### config.mk
export PLATFORM = sky130hd
export DESIGN_NAME = hazard_scoreboard
export DESIGN_NICKNAME = d
export VERILOG_FILES = /design/src/rtl/hazard_scoreboard.sv
export SDC_FILE = /design/constraint.sdc
export NUM_CORES = 1
export LEC_CHECK = 0
export BUFFER_PORTS_ARGS = -buffer_cell sky130_fd_sc_hd__buf_4
export CAP_MARGIN = 25
export CORE_MARGIN = 3
export CORE_UTILIZATION = 55
export DETAILED_ROUTE_END_ITERATION = 16
export PLACE_DENSITY = 0.74
export SYNTH_ARGS = -nofsm -noshare
export SYNTH_HDL_FRONTEND = slang
export SYNTH_SLANG_ARGS = --single-unit
### constraint.sdc
create_clock -name i_clk -period 8.2 [get_ports i_clk]
set_input_delay 2.05 -clock i_clk [delete_from_list [all_inputs] [get_ports i_clk]]
set_output_delay 2.05 -clock i_clk [all_outputs]
set_load 0.01 [all_outputs]
### src/rtl/hazard_scoreboard.sv
// Per-register hazard scoreboard beside the ID stage. It tracks short-latency
// producers with a per-register countdown and long-unit producers with busy
// flags, and generates the PC / IF/ID stall and ID/EX bubble controls.
module hazard_scoreboard #(
  parameter int FORWARDING = 1,
  parameter int NUM_REGS   = 32,
  parameter int MAX_LONG   = 2,
  localparam int RW        = $clog2(NUM_REGS)
) (
  input  logic                i_clk,
  input  logic                i_rst_n,
  input  logic                i_id_valid,
  input  logic [RW-1:0]       i_id_rs1,
  input  logic [RW-1:0]       i_id_rs2,
  input  logic                i_id_uses_rs1,
  input  logic                i_id_uses_rs2,
  input  logic                i_id_reg_write,
  input  logic [RW-1:0]       i_id_rd,
  input  logic                i_id_mem_read,
  input  logic                i_id_long,
  input  logic                i_flush,
  input  logic                i_long_done,
  input  logic [RW-1:0]       i_long_rd,
  output logic                o_stall_pc,
  output logic                o_stall_if_id,
  output logic                o_bubble_id_ex,
  output logic [1:0]          o_stall_cause,
  output logic [NUM_REGS-1:0] o_busy_mask
);

  typedef enum logic [1:0] {
    CAUSE_NONE = 2'd0,
    CAUSE_RAW  = 2'd1,
    CAUSE_LONG = 2'd2,
    CAUSE_FULL = 2'd3
  } cause_e;

  localparam logic [1:0] D_ALU  = (FORWARDING != 0) ? 2'd0 : 2'd2;
  localparam logic [1:0] D_LOAD = (FORWARDING != 0) ? 2'd1 : 2'd2;
  localparam logic [2:0] LMAX   = 3'(MAX_LONG);

  logic [1:0]          cnt [NUM_REGS];
  logic [NUM_REGS-1:0] lbusy;
  logic [NUM_REGS-1:0] lbusy_nxt;
  logic [NUM_REGS-1:0] done_mask;
  logic [NUM_REGS-1:0] lbusy_eff;
  logic [2:0]          lcount;

  logic   chk1, chk2;
  logic   raw, lhaz, full;
  logic   stall, issue;
  logic   load_en;
  logic [1:0] load_val;
  cause_e cause;

  // One-hot of the register the long unit is writing this cycle (done bypass)
  always_comb begin
    done_mask = '0;
    if (i_long_done) done_mask[i_long_rd] = 1'b1;
    lbusy_eff = lbusy & ~done_mask;
  end

  // Hazard detection, stall generation and cause priority
  always_comb begin
    chk1  = i_id_uses_rs1 && (i_id_rs1 != '0);
    chk2  = i_id_uses_rs2 && (i_id_rs2 != '0);
    raw   = (chk1 && (cnt[i_id_rs1] != 2'd0)) ||
            (chk2 && (cnt[i_id_rs2] != 2'd0));
    lhaz  = (chk1 && lbusy_eff[i_id_rs1]) ||
            (chk2 && lbusy_eff[i_id_rs2]) ||
            (i_id_reg_write && lbusy_eff[i_id_rd]);
    full  = i_id_long && (lcount == LMAX) && !i_long_done;
    stall = i_id_valid && !i_flush && (raw || lhaz || full);
    issue = i_id_valid && !i_flush && !stall;
    cause = CAUSE_NONE;
    if (stall) begin
      if (raw)       cause = CAUSE_RAW;
      else if (lhaz) cause = CAUSE_LONG;
      else           cause = CAUSE_FULL;
    end
  end

  // Next-state terms for the countdown load and long busy flags
  always_comb begin
    load_en  = issue && i_id_reg_write && !i_id_long && (i_id_rd != '0);
    load_val = i_id_mem_read ? D_LOAD : D_ALU;
    // Done clears first so a same-cycle issue to the same register wins
    lbusy_nxt = lbusy & ~done_mask;
    if (issue && i_id_reg_write && i_id_long && (i_id_rd != '0))
      lbusy_nxt[i_id_rd] = 1'b1;
    lbusy_nxt[0] = 1'b0;
  end

  // Scoreboard state: countdowns, long busy flags and outstanding long count
  always_ff @(posedge i_clk) begin
    if (!i_rst_n) begin
      for (int unsigned r = 0; r < NUM_REGS; r++) cnt[r] <= '0;
      lbusy  <= '0;
      lcount <= '0;
    end else begin
      cnt[0] <= '0;
      for (int unsigned r = 1; r < NUM_REGS; r++) begin
        if (load_en && (i_id_rd == RW'(r)))
          cnt[r] <= load_val;
        else if (cnt[r] != 2'd0)
          cnt[r] <= cnt[r] - 2'd1;
      end
      lbusy <= lbusy_nxt;
      if (issue && i_id_long) begin
        if (!i_long_done) lcount <= lcount + 3'd1;
      end else if (i_long_done && (lcount != '0)) begin
        lcount <= lcount - 3'd1;
      end
    end
  end

  // Debug view of every register with a pending countdown or long result
  always_comb begin
    o_busy_mask = '0;
    for (int unsigned r = 0; r < NUM_REGS; r++)
      o_busy_mask[r] = (cnt[r] != 2'd0) || lbusy[r];
  end

  assign o_stall_pc     = stall;
  assign o_stall_if_id  = stall;
  assign o_bubble_id_ex = stall;
  assign o_stall_cause  = cause;

endmodule
==> run metrics, run 1 <==
static leakage power 3.00 nW; clock-pin slew on the worst setup and hold paths 0.06 ns; total nets after synthesis 945; area after detailed placement 8030 µm²; Via density 7.34; period utilisation layout 83.9%; capturing element type of the critical path output port; final global-route overflow total 0; routability-driven placement congestion ratio 1.03; yosys warns 0; relative max-transition margin 41.3%; count of max-cap constraint violations 0; starting density of the core 56.7%; hold-fix buffers at CTS 0; number of fill cells in the layout 1168; worst clock skew 0.00781 ns; Die Area 15300 µm²; combined global-route utilization of all metal layers 38.8%; dpl hpwl 20100 µm; post-detailed-route count of antenna-violating nets 0; Hold Crit Class reg -> reg; max-slew violation count 0; Worst Reg2Reg Path Length in Cells 10; WHS 0.567 ns; Nets 952; CTS tree yes; number of flip-flops and latches in the synthesized netlist 96; minimum setup slack among reg-to-reg paths 4.72 ns; worst flop-to-flop path endpoint cnt[23][1]; number of iterations in the first detailed-routing pass 6; cell area after layout 8290 µm²; critical path type in -> out; Layout Utilization 61.9%; peak clock frequency supported by timing 145 MHz; Std-Cell Rows 42; number of enable-type register cells in the synthesized netlist 62; Cell variety after synth 76; unrepaired setup endpoints after global routing false; width of the die 124 µm; Hold Violations, Final 0; proportion of synthesized chip area in sequential cells 33.4%; pwr/cell area 281 nW/µm²; number of buffers inserted by port buffering 65; Met3 Wirelength 3670 µm; Post-Synthesis Cells 883; result of the run complete, no violations; share of final-layout standard cells stronger than drive strength 1 12.6%; global-route wire length before repair 44000 µm; Critical path origin i_long_rd[1]; mean post-synth cell area 8.61 µm²; count of pins on the block boundary 67; mapped cell area 7600 µm²; placeable core area 13400 µm²; met2 wire length 13000 µm; number of sinks on the clock net 96; Least-Margin Pin Slew 0.877 ns; asr flop ratio synth 0%; number of design-rule violations left by the first detailed-router iteration 1166; startpoint type of the worst setup path input pin; via count of the first global-routing pass 7575; drt wl/cell 27.4 µm; post-route insts no fill 1070; critical path data arrival time 4.83 ns; overall routed net length 29300 µm; clock latency on the worst-skew pair 0.36 ns; Setup-failing EPs final 0; critical path peak fanout 9; largest buffer count on any clock path 2; die height 124 µm; setup fix buffers added after clock tree synthesis 0; # H-tree levels 3; required time at the endpoint of the critical path 6.15 ns; number of diodes 0; IR Drop Worst-Case VDD 0.193 mV; time the worst path needs with I/O delays and setup 6.88 ns; worst reg2reg path startpoint lbusy[18]; number of gates resized after CTS 0; Met1 Wirelength 11100 µm; root buffer cell sky130_fd_sc_hd__clkbuf_16; layout overhead on the synthesized area 9.07%; dominant register cell in the synthesized netlist sky130_fd_sc_hd__edfxtp_1; vias after detailed routing 7849; maximum number of pins on one net before global-route repair 73; initial antenna violation count 0; end point of the critical path o_stall_pc; post-detailed-route DRC marker count 0; number of buffers inserted during clock tree synthesis 9; sum of negative setup slack 0 ns; count of placed standard cells including taps 1055; uppermost routed layer met4
[flip-flops by register name (all words and copies together), names as in the netlist]
name,count
cnt,62
lbusy,31
lcount,3
[stage by stage]
| stage | power [mW] | setup WS (ns) |
|---|---|---|
| finish | 2.33 | 1.32 |
| detailed placement | 1.91 | 1.44 |
| global placement | 1.85 | 1.44 |
| floorplan | 1.52 | 1.83 |
| global route | 2.48 | 1.04 |
| CTS | 2.31 | 1.40 |
[power breakdown]
part / leakage, nW / total, mW / internal [mW] / switching [mW]
combinational: 1.92 / 1.10 / 0.475 / 0.621
sequential: 0.952 / 0.833 / 0.721 / 0.112
clock: 0.129 / 0.404 / 0.211 / 0.194
total: 3.00 / 2.33 / 1.41 / 0.926
[how the worst min path moves through the flow]
| stage | cells past startpoint | end | slack, ns | from |
|---|---|---|---|---|
| finish | 2 | lbusy[7] | 0.57 | lbusy[7] |
| global route | 2 | lbusy[7] | 0.60 | lbusy[7] |
| CTS | 2 | lbusy[7] | 0.57 | lbusy[7] |
| detailed placement | 2 | lbusy[7] | 0.56 | lbusy[7] |
| global placement | 2 | lcount[1] | 0.54 | lcount[1] |
| floorplan | 2 | lbusy[3] | 0.48 | lbusy[3] |
[per-layer routing]
metal	GRT usage, %	vias to the layer above
met5	0	-
met4	19.1	0
met3	12.2	115
met2	59.7	586
met1	49.3	3743
li1	-	3405
[cell type report]
cell class                 instances  area (µm²)  share of cell area (%)
clock buffer                      11         243                    2.93
clock inverter                     4        21.3                   0.257
inverter                          77         289                    3.49
multi-input combinational        630        4400                    53.1
sequential                        96        2540                    30.7
tap                              176         220                    2.66
timing repair buffer              76         571                    6.88
[worst max-delay path, cell delays in order]
cell                       delay [ns]
sky130_fd_sc_hd__buf_4           0.15
sky130_fd_sc_hd__or2_0           0.45
sky130_fd_sc_hd__o21ai_0         0.50
sky130_fd_sc_hd__o221a_2         0.28
sky130_fd_sc_hd__o221ai_1        0.12
sky130_fd_sc_hd__a311o_1         0.41
sky130_fd_sc_hd__a31oi_4         0.25
sky130_fd_sc_hd__nand2_1         0.11
sky130_fd_sc_hd__o21ai_0         0.23
sky130_fd_sc_hd__inv_1           0.11
sky130_fd_sc_hd__buf_4           0.15
[Yosys cell counts, types with 4 or more instances]
cell type | count | share of area (%)
sky130_fd_sc_hd__a2111oi_0 | 19 | 2.2
sky130_fd_sc_hd__a211o_1 | 4 | 0.46
sky130_fd_sc_hd__a211oi_1 | 4 | 0.40
sky130_fd_sc_hd__a21oi_1 | 39 | 2.6
sky130_fd_sc_hd__a311o_1 | 16 | 2.1
sky130_fd_sc_hd__a311oi_1 | 9 | 1.0
sky130_fd_sc_hd__a31oi_1 | 20 | 1.6
sky130_fd_sc_hd__and2_1 | 4 | 0.33
sky130_fd_sc_hd__buf_1 | 5 | 0.25
sky130_fd_sc_hd__buf_2 | 13 | 0.86
sky130_fd_sc_hd__buf_4 | 6 | 0.59
sky130_fd_sc_hd__clkbuf_1 | 53 | 2.6
sky130_fd_sc_hd__dfxtp_1 | 34 | 9.0
sky130_fd_sc_hd__edfxtp_1 | 62 | 24
sky130_fd_sc_hd__ha_1 | 31 | 5.1
sky130_fd_sc_hd__inv_1 | 76 | 3.8
sky130_fd_sc_hd__mux2i_1 | 21 | 2.8
sky130_fd_sc_hd__mux4_2 | 10 | 3.0
sky130_fd_sc_hd__nand2_1 | 58 | 2.9
sky130_fd_sc_hd__nand2b_1 | 38 | 3.1
sky130_fd_sc_hd__nand3_1 | 13 | 0.86
sky130_fd_sc_hd__nand3b_1 | 19 | 1.9
sky130_fd_sc_hd__nand4_1 | 24 | 2.0
sky130_fd_sc_hd__nor2_1 | 45 | 2.2
sky130_fd_sc_hd__nor2b_1 | 15 | 1.2
sky130_fd_sc_hd__nor3_1 | 43 | 2.8
sky130_fd_sc_hd__nor4_1 | 19 | 1.6
sky130_fd_sc_hd__o2111ai_1 | 5 | 0.58
sky130_fd_sc_hd__o211ai_1 | 13 | 1.3
sky130_fd_sc_hd__o21a_1 | 7 | 0.69
sky130_fd_sc_hd__o21ai_0 | 41 | 2.7
sky130_fd_sc_hd__o22ai_1 | 20 | 1.6
sky130_fd_sc_hd__o311ai_0 | 19 | 2.2
[cell families after synthesis]
kind of cell             share of synthesized area (%)
AO/OA/AOI/OAI                                     24.3
XOR/XNOR                                         0.461
adder cells (fa/ha/maj)                           5.37
buffers and inverters                             8.61
flip-flops                                        33.4
multiplexers                                      6.02
other                                           0.0493
AND/OR/NAND/NOR                                   21.8
[placed cells by master (no fill, tap or decap), types with 21 or more instances in the layout]
master and n:
sky130_fd_sc_hd__dfxtp_1 34, sky130_fd_sc_hd__nand2_1 58, sky130_fd_sc_hd__nor2_1 45, sky130_fd_sc_hd__nand2b_1 38
sky130_fd_sc_hd__nand4_1 24, sky130_fd_sc_hd__nor3_1 43, sky130_fd_sc_hd__mux2i_1 21, sky130_fd_sc_hd__ha_1 31
sky130_fd_sc_hd__o21ai_0 41, sky130_fd_sc_hd__a21oi_1 39, sky130_fd_sc_hd__inv_1 76, sky130_fd_sc_hd__edfxtp_1 62
sky130_fd_sc_hd__buf_4 76
No activity file was read; power rests on OpenSTA's default activity.
==> inputs of run 2 (changes only) <==
Settings changed: ABC_AREA from default to 1, PLACE_DENSITY 0.74 to 0.77.
Clock period 8.2 ns to 6.3 ns, I/O delays scaled along.
==> run metrics, run 2 <==
starting density of the core 57.1%; max-slew violation count 0; number of flip-flops and latches in the synthesized netlist 96; number of diodes 0; overall routed net length 27000 µm; Least-Margin Pin Slew 0.743 ns; Hold Violations, Final 0; clock latency on the worst-skew pair 0.36 ns; dominant register cell in the synthesized netlist sky130_fd_sc_hd__edfxtp_1; Critical path origin i_id_rs1[0]; minimum setup slack among reg-to-reg paths 3.20 ns; number of sinks on the clock net 96; worst flop-to-flop path endpoint cnt[20][0]; critical path peak fanout 20; combined global-route utilization of all metal layers 34.5%; result of the run complete, no violations; via count of the first global-routing pass 8052; startpoint type of the worst setup path input pin; count of max-cap constraint violations 0; unrepaired setup endpoints after global routing false; hold-fix buffers at CTS 0; static leakage power 3.80 nW; peak clock frequency supported by timing 172 MHz; number of enable-type register cells in the synthesized netlist 62; required time at the endpoint of the critical path 4.72 ns; leading cell types by total area after synthesis sky130_fd_sc_hd__edfxtp_1, sky130_fd_sc_hd__nand2_1, sky130_fd_sc_hd__nand3_1; mean post-synth cell area 6.45 µm²; area after detailed placement 8320 µm²; number of flip-flops in the largest register 62; critical path data arrival time 4.23 ns; commonest non-fill, non-tap cell in the layout sky130_fd_sc_hd__nand2_1; mux contribution to synthesized area 0%; worst clock skew 0.00838 ns; IR Drop Worst-Case VDD 0.241 mV; largest buffer count on any clock path 2; leading cell types in the layout, fill and taps excluded sky130_fd_sc_hd__nand2_1, sky130_fd_sc_hd__nand3_1, sky130_fd_sc_hd__nor2_1; proportion of synthesized chip area in sequential cells 32.9%; maximum number of pins on one net before global-route repair 68; vias after detailed routing 8487; number of iterations in the first detailed-routing pass 6; capturing element type of the critical path output port; dpl hpwl 19200 µm; sum of negative setup slack 0 ns; critical path type in -> out; asr flop ratio synth 0%; Worst Reg2Reg Path Length in Cells 13; worst reg2reg path startpoint cnt[9][0]; Via density 6.00; Synth top area share 24.1%; post-detailed-route count of antenna-violating nets 0; main combinational cell family by area after synthesis simple AND/OR/NAND/NOR gates; initial antenna violation count 0; register name with the most flops cnt; root buffer cell sky130_fd_sc_hd__clkbuf_16; CTS tree yes; largest registers ranked by flip-flop count cnt: 62 flops, lbusy: 31 flops, lcount: 3 flops; Synth Area in Compound Gates 8.27%; end point of the critical path o_stall_if_id; layout overhead on the synthesized area 11.8%; Cell variety after synth 31; Post-Synthesis Cells 1196; die height 124 µm; Nets 1296; placeable core area 13500 µm²; routability-driven placement congestion ratio 1.02; global-route wire length before repair 42700 µm; Commonest cells post-synth sky130_fd_sc_hd__nand2_1, sky130_fd_sc_hd__nand3_1, sky130_fd_sc_hd__nor2_1, sky130_fd_sc_hd__inv_1, sky130_fd_sc_hd__a21oi_1; pwr/cell area 347 nW/µm²; number of design-rule violations left by the first detailed-router iteration 1005; yosys warns 0; clock-pin slew on the worst setup and hold paths 0.07 ns; count leader, synth sky130_fd_sc_hd__nand2_1; simple-gate portion of the synthesized area 42.6%; width of the die 124 µm; # H-tree levels 3; final global-route overflow total 0; setup fix buffers added after clock tree synthesis 0; cell area after layout 8630 µm²; cell type with the largest total area after synthesis sky130_fd_sc_hd__edfxtp_1; Setup-failing EPs final 0; area share of fa/ha/maj cells after synthesis 5.29%; post-detailed-route DRC marker count 0; share of final-layout standard cells stronger than drive strength 1 9.93%; number of buffers inserted by port buffering 65; drt wl/cell 19.1 µm; count of pins on the block boundary 67; Worst Hold Path Cells 2; number of gates resized after CTS 0; relative max-transition margin 50.5%; Std-Cell Rows 42; xor-xnor portion of the synthesized cell area 0%; total nets after synthesis 1258; WHS 0.526 ns; Hold Crit Class reg -> reg; Die Area 15500 µm²; number of buffers inserted during clock tree synthesis 9; mapped cell area 7720 µm²; period utilisation layout 92.1%; time the worst path needs with I/O delays and setup 5.80 ns
-- run 2: how the worst min path moves through the flow --
stage | from | to | slack, ns
finish | lcount[1] | lcount[1] | 0.53
global route | lbusy[14] | lbusy[14] | 0.57
CTS | lcount[1] | lcount[1] | 0.53
detailed placement | lcount[1] | lcount[1] | 0.52
global placement | lbusy[31] | lbusy[31] | 0.51
floorplan | lbusy[14] | lbusy[14] | 0.49
-- run 2: kinds of logic (layout without fill, tap and decap cells) --
kind of cell / Yosys count / after routing
and+or+nand+nor: 741 / 741
buffers and inverters: 207 / 250
AOI/OAI and AO/OA: 119 / 119
DFF: 96 / 96
adders and majority gates: 32 / 32
other: 1 / 1
-- run 2: cell type report --
cell class | count | area [µm²]
fill | 1248 | 4870
multi-input combinational | 893 | 4350
sequential | 96 | 2540
timing repair buffer | 82 | 648
inverter | 152 | 571
clock buffer | 10 | 229
tap | 176 | 220
clock inverter | 6 | 68.8
-- run 2: layer usage --
layer	vias up	GRT usage [%]	share of wire, %
met5	-	0	0
met3	78	7.93	12
li1	4042	-	-
met4	0	14.4	3.7
met2	532	53.5	44
met1	3835	46.5	40
-- run 2: where the power goes --
part | internal [mW] | leakage, nW | switching, mW
sequential | 0.925 | 0.951 | 0.101
combinational | 0.543 | 2.71 | 0.847
clock | 0.311 | 0.143 | 0.264
total | 1.78 | 3.80 | 1.21
-- run 2: worst max-delay path, cell delays in order --
cell                       delay, ns
sky130_fd_sc_hd__buf_4          0.27
sky130_fd_sc_hd__inv_2          0.27
sky130_fd_sc_hd__nor2_4         0.38
sky130_fd_sc_hd__inv_1          0.24
sky130_fd_sc_hd__o211ai_1       0.27
sky130_fd_sc_hd__nand2_1        0.07
sky130_fd_sc_hd__nand2_1        0.06
sky130_fd_sc_hd__nand3_1        0.07
sky130_fd_sc_hd__nand3_1        0.07
sky130_fd_sc_hd__nand2_1        0.10
sky130_fd_sc_hd__inv_1          0.09
sky130_fd_sc_hd__nand2_1        0.12
sky130_fd_sc_hd__o21ai_0        0.35
sky130_fd_sc_hd__inv_1          0.12
sky130_fd_sc_hd__buf_4          0.16
-- run 2: stage by stage --
stage                     total power, mW  worst slack (ns)  util, %  cells
after floorplan                      1.92              1.46        -   1196
after global placement               2.38             0.729     61.6   1398
after detailed placement             2.41             0.609     61.6   1398
after CTS                            2.98             0.592     63.8   1414
after global routing                 3.22             0.373     63.9   1415
final                                2.99             0.498     63.9   1415
==> inputs of run 3 (changes only) <==
Settings changed: ABC_AREA 1 to default.
==> run metrics, run 3 (synthesis gave the netlist of run 1 again) <==
endpoint with the worst hold slack lcount[1]; time the worst path needs with I/O delays and setup 5.79 ns; share of final-layout standard cells stronger than drive strength 1 13.3%; post-detailed-route count of antenna-violating nets 0; combined global-route utilization of all metal layers 36.5%; Worst Hold Path Cells 2; required time at the endpoint of the critical path 4.72 ns; number of sinks on the clock net 96; largest buffer count on any clock path 2; maximum number of pins on one net before global-route repair 68; met3 Usage GRT 10.3%; CTS tree yes; global-route wire length before repair 41900 µm; Crit-path slowest cell sky130_fd_sc_hd__o41ai_1; via count of the first global-routing pass 7339; relative max-transition margin 46.8%; number of fill cells in the layout 1181; final global-route overflow total 0; drt wl/cell 25.5 µm; Least-Margin Pin Slew 0.796 ns; switching share of total power 39.5%; portion of total power attributed to the clock network 18.4%; most utilized layer in the global route result met2; Net Switching 1.21 mW; period utilisation layout 91.9%; layout overhead on the synthesized area 9.89%; overall routed net length 27400 µm; number of iterations in the first detailed-routing pass 6; register name with the most flops cnt; worst reg2reg path startpoint lbusy[16]; Flop pwr share 35.4%; internal power 1.85 mW; Via density 7.31; critical path peak fanout 11; number of buffers inserted during clock tree synthesis 9; setup fix buffers added after clock tree synthesis 0; number of flip-flops in the largest register 62; Hold Crit Class reg -> reg; count of pins on the block boundary 67; Nets 957; Combinational Power Share 46.2%; largest registers ranked by flip-flop count cnt: 62 flops, lbusy: 31 flops, lcount: 3 flops; commonest non-fill, non-tap cell in the layout sky130_fd_sc_hd__buf_4; count of max-cap constraint violations 0; root buffer cell sky130_fd_sc_hd__clkbuf_16; startpoint type of the worst setup path input pin; overall power 3.06 mW; clock-pin slew on the worst setup and hold paths 0.07 ns; Setup-failing EPs final 0; Worst Reg2Reg Path Length in Cells 10; min-delay src lcount[1]; critical path type in -> out; peak clock frequency supported by timing 173 MHz; unrepaired setup endpoints after global routing false; hold-fix buffers at CTS 0; number of design-rule violations left by the first detailed-router iteration 1614; series of cell instances along the critical path buf_4 > nand2b_1 > o21ai_0 > a32o_1 > o41ai_1 > o311a_1 > a31oi_4 > nand2_1 > o21ai_0 > a21oi_1 > buf_4; worst flop-to-flop path endpoint cnt[15][1]; vias after detailed routing 7866; met2 routing resource usage after global routing 54.9%; starting density of the core 56.7%; number of diodes 0; initial antenna violation count 0; post-detailed-route DRC marker count 0; leading cell types in the layout, fill and taps excluded sky130_fd_sc_hd__buf_4, sky130_fd_sc_hd__inv_1, sky130_fd_sc_hd__edfxtp_1; number of buffers inserted by port buffering 65; Std-Cell Rows 42; result of the run complete, no violations; routability-driven placement congestion ratio 1.08; post-route insts no fill 1076; critical path data arrival time 4.22 ns; sum of negative setup slack 0 ns; worst clock skew 0.00689 ns; Hold Violations, Final 0; minimum setup slack among reg-to-reg paths 2.88 ns; die height 124 µm; # H-tree levels 3; placeable core area 13400 µm²; capturing element type of the critical path output port; count of placed standard cells including taps 1059; max-slew violation count 0; dpl hpwl 18800 µm; IR Drop Worst-Case VDD 0.304 mV; WHS 0.553 ns; width of the die 124 µm; clock latency on the worst-skew pair 0.36 ns; number of gates resized after CTS 0; Die Area 15300 µm²; delay of the slowest cell on the worst path 0.51 ns; GRT met1 Usage 48.5%; pwr/cell area 366 nW/µm²; static leakage power 3.04 nW
run 3: changes by cell type in the layout (fill, tap and decap cells not counted), moves of 21 or more:
cell | before | now
sky130_fd_sc_hd__mux2i_1 | 0 | 21
sky130_fd_sc_hd__a21oi_1 | 66 | 39
sky130_fd_sc_hd__nand3_1 | 193 | 13
sky130_fd_sc_hd__nand2b_1 | 0 | 38
sky130_fd_sc_hd__inv_1 | 146 | 76
sky130_fd_sc_hd__nor2_1 | 192 | 45
sky130_fd_sc_hd__nand2_1 | 276 | 58
sky130_fd_sc_hd__nor3_1 | 0 | 43
sky130_fd_sc_hd__nand4_1 | 55 | 24
run 3: worst max path at each step:
stage / from / end / depth (start not counted)
2_1_floorplan: i_long_done / o_stall_if_id / 12
3_3_place_gp: i_long_rd[1] / o_bubble_id_ex / 11
3_5_place_dp: i_long_rd[1] / o_stall_pc / 11
4_1_cts: i_long_rd[1] / o_stall_pc / 11
5_1_grt: i_long_rd[1] / o_bubble_id_ex / 11
6_report: i_long_rd[0] / o_stall_cause[0] / 11
run 3: final cells by class:
class / count / area [µm²] / area share (%)
Multi-Input combinational cell: 630 / 4400 / 52.7
Sequential cell: 96 / 2540 / 30.4
Timing Repair Buffer: 81 / 608 / 7.28
Inverter: 77 / 289 / 3.46
Clock buffer: 10 / 250 / 3.00
Tap cell: 176 / 220 / 2.64
Clock inverter: 6 / 38.8 / 0.464
run 3: power by group through the flow:
stage | sequential [mW] | combinational, mW | clock (mW)
floorplan | 1.04 | 0.939 | 0
global placement | 1.08 | 1.36 | 0
detailed placement | 1.09 | 1.39 | 0
CTS | 1.08 | 1.40 | 0.559
global route | 1.11 | 1.57 | 0.581
finish | 1.08 | 1.41 | 0.563
run 3: routing by layer:
metal / up-vias / routed length, µm
met3: 164 / 3580
met1: 3624 / 10300
li1: 3414 / -
met5: - / 0
met4: 0 / 1640
met2: 664 / 11900
run 3: worst max-delay path, delay by kind of cell:
| family | cells | cell delay, ns |
|---|---|---|
| AO/OA/AOI/OAI | 7 | 1.74 |
| buffers and inverters | 2 | 0.27 |
| AND/OR/NAND/NOR | 2 | 0.63 |
run 3: through the flow:
step	util (%)	worst slack (ns)	area, µm²
6_report	62.3	0.509	8350
5_1_grt	62.3	0.283	8350
4_1_cts	62.3	0.588	8350
3_5_place_dp	60.1	0.606	8060
3_3_place_gp	60.1	0.653	8060
2_1_floorplan	-	0.879	7600
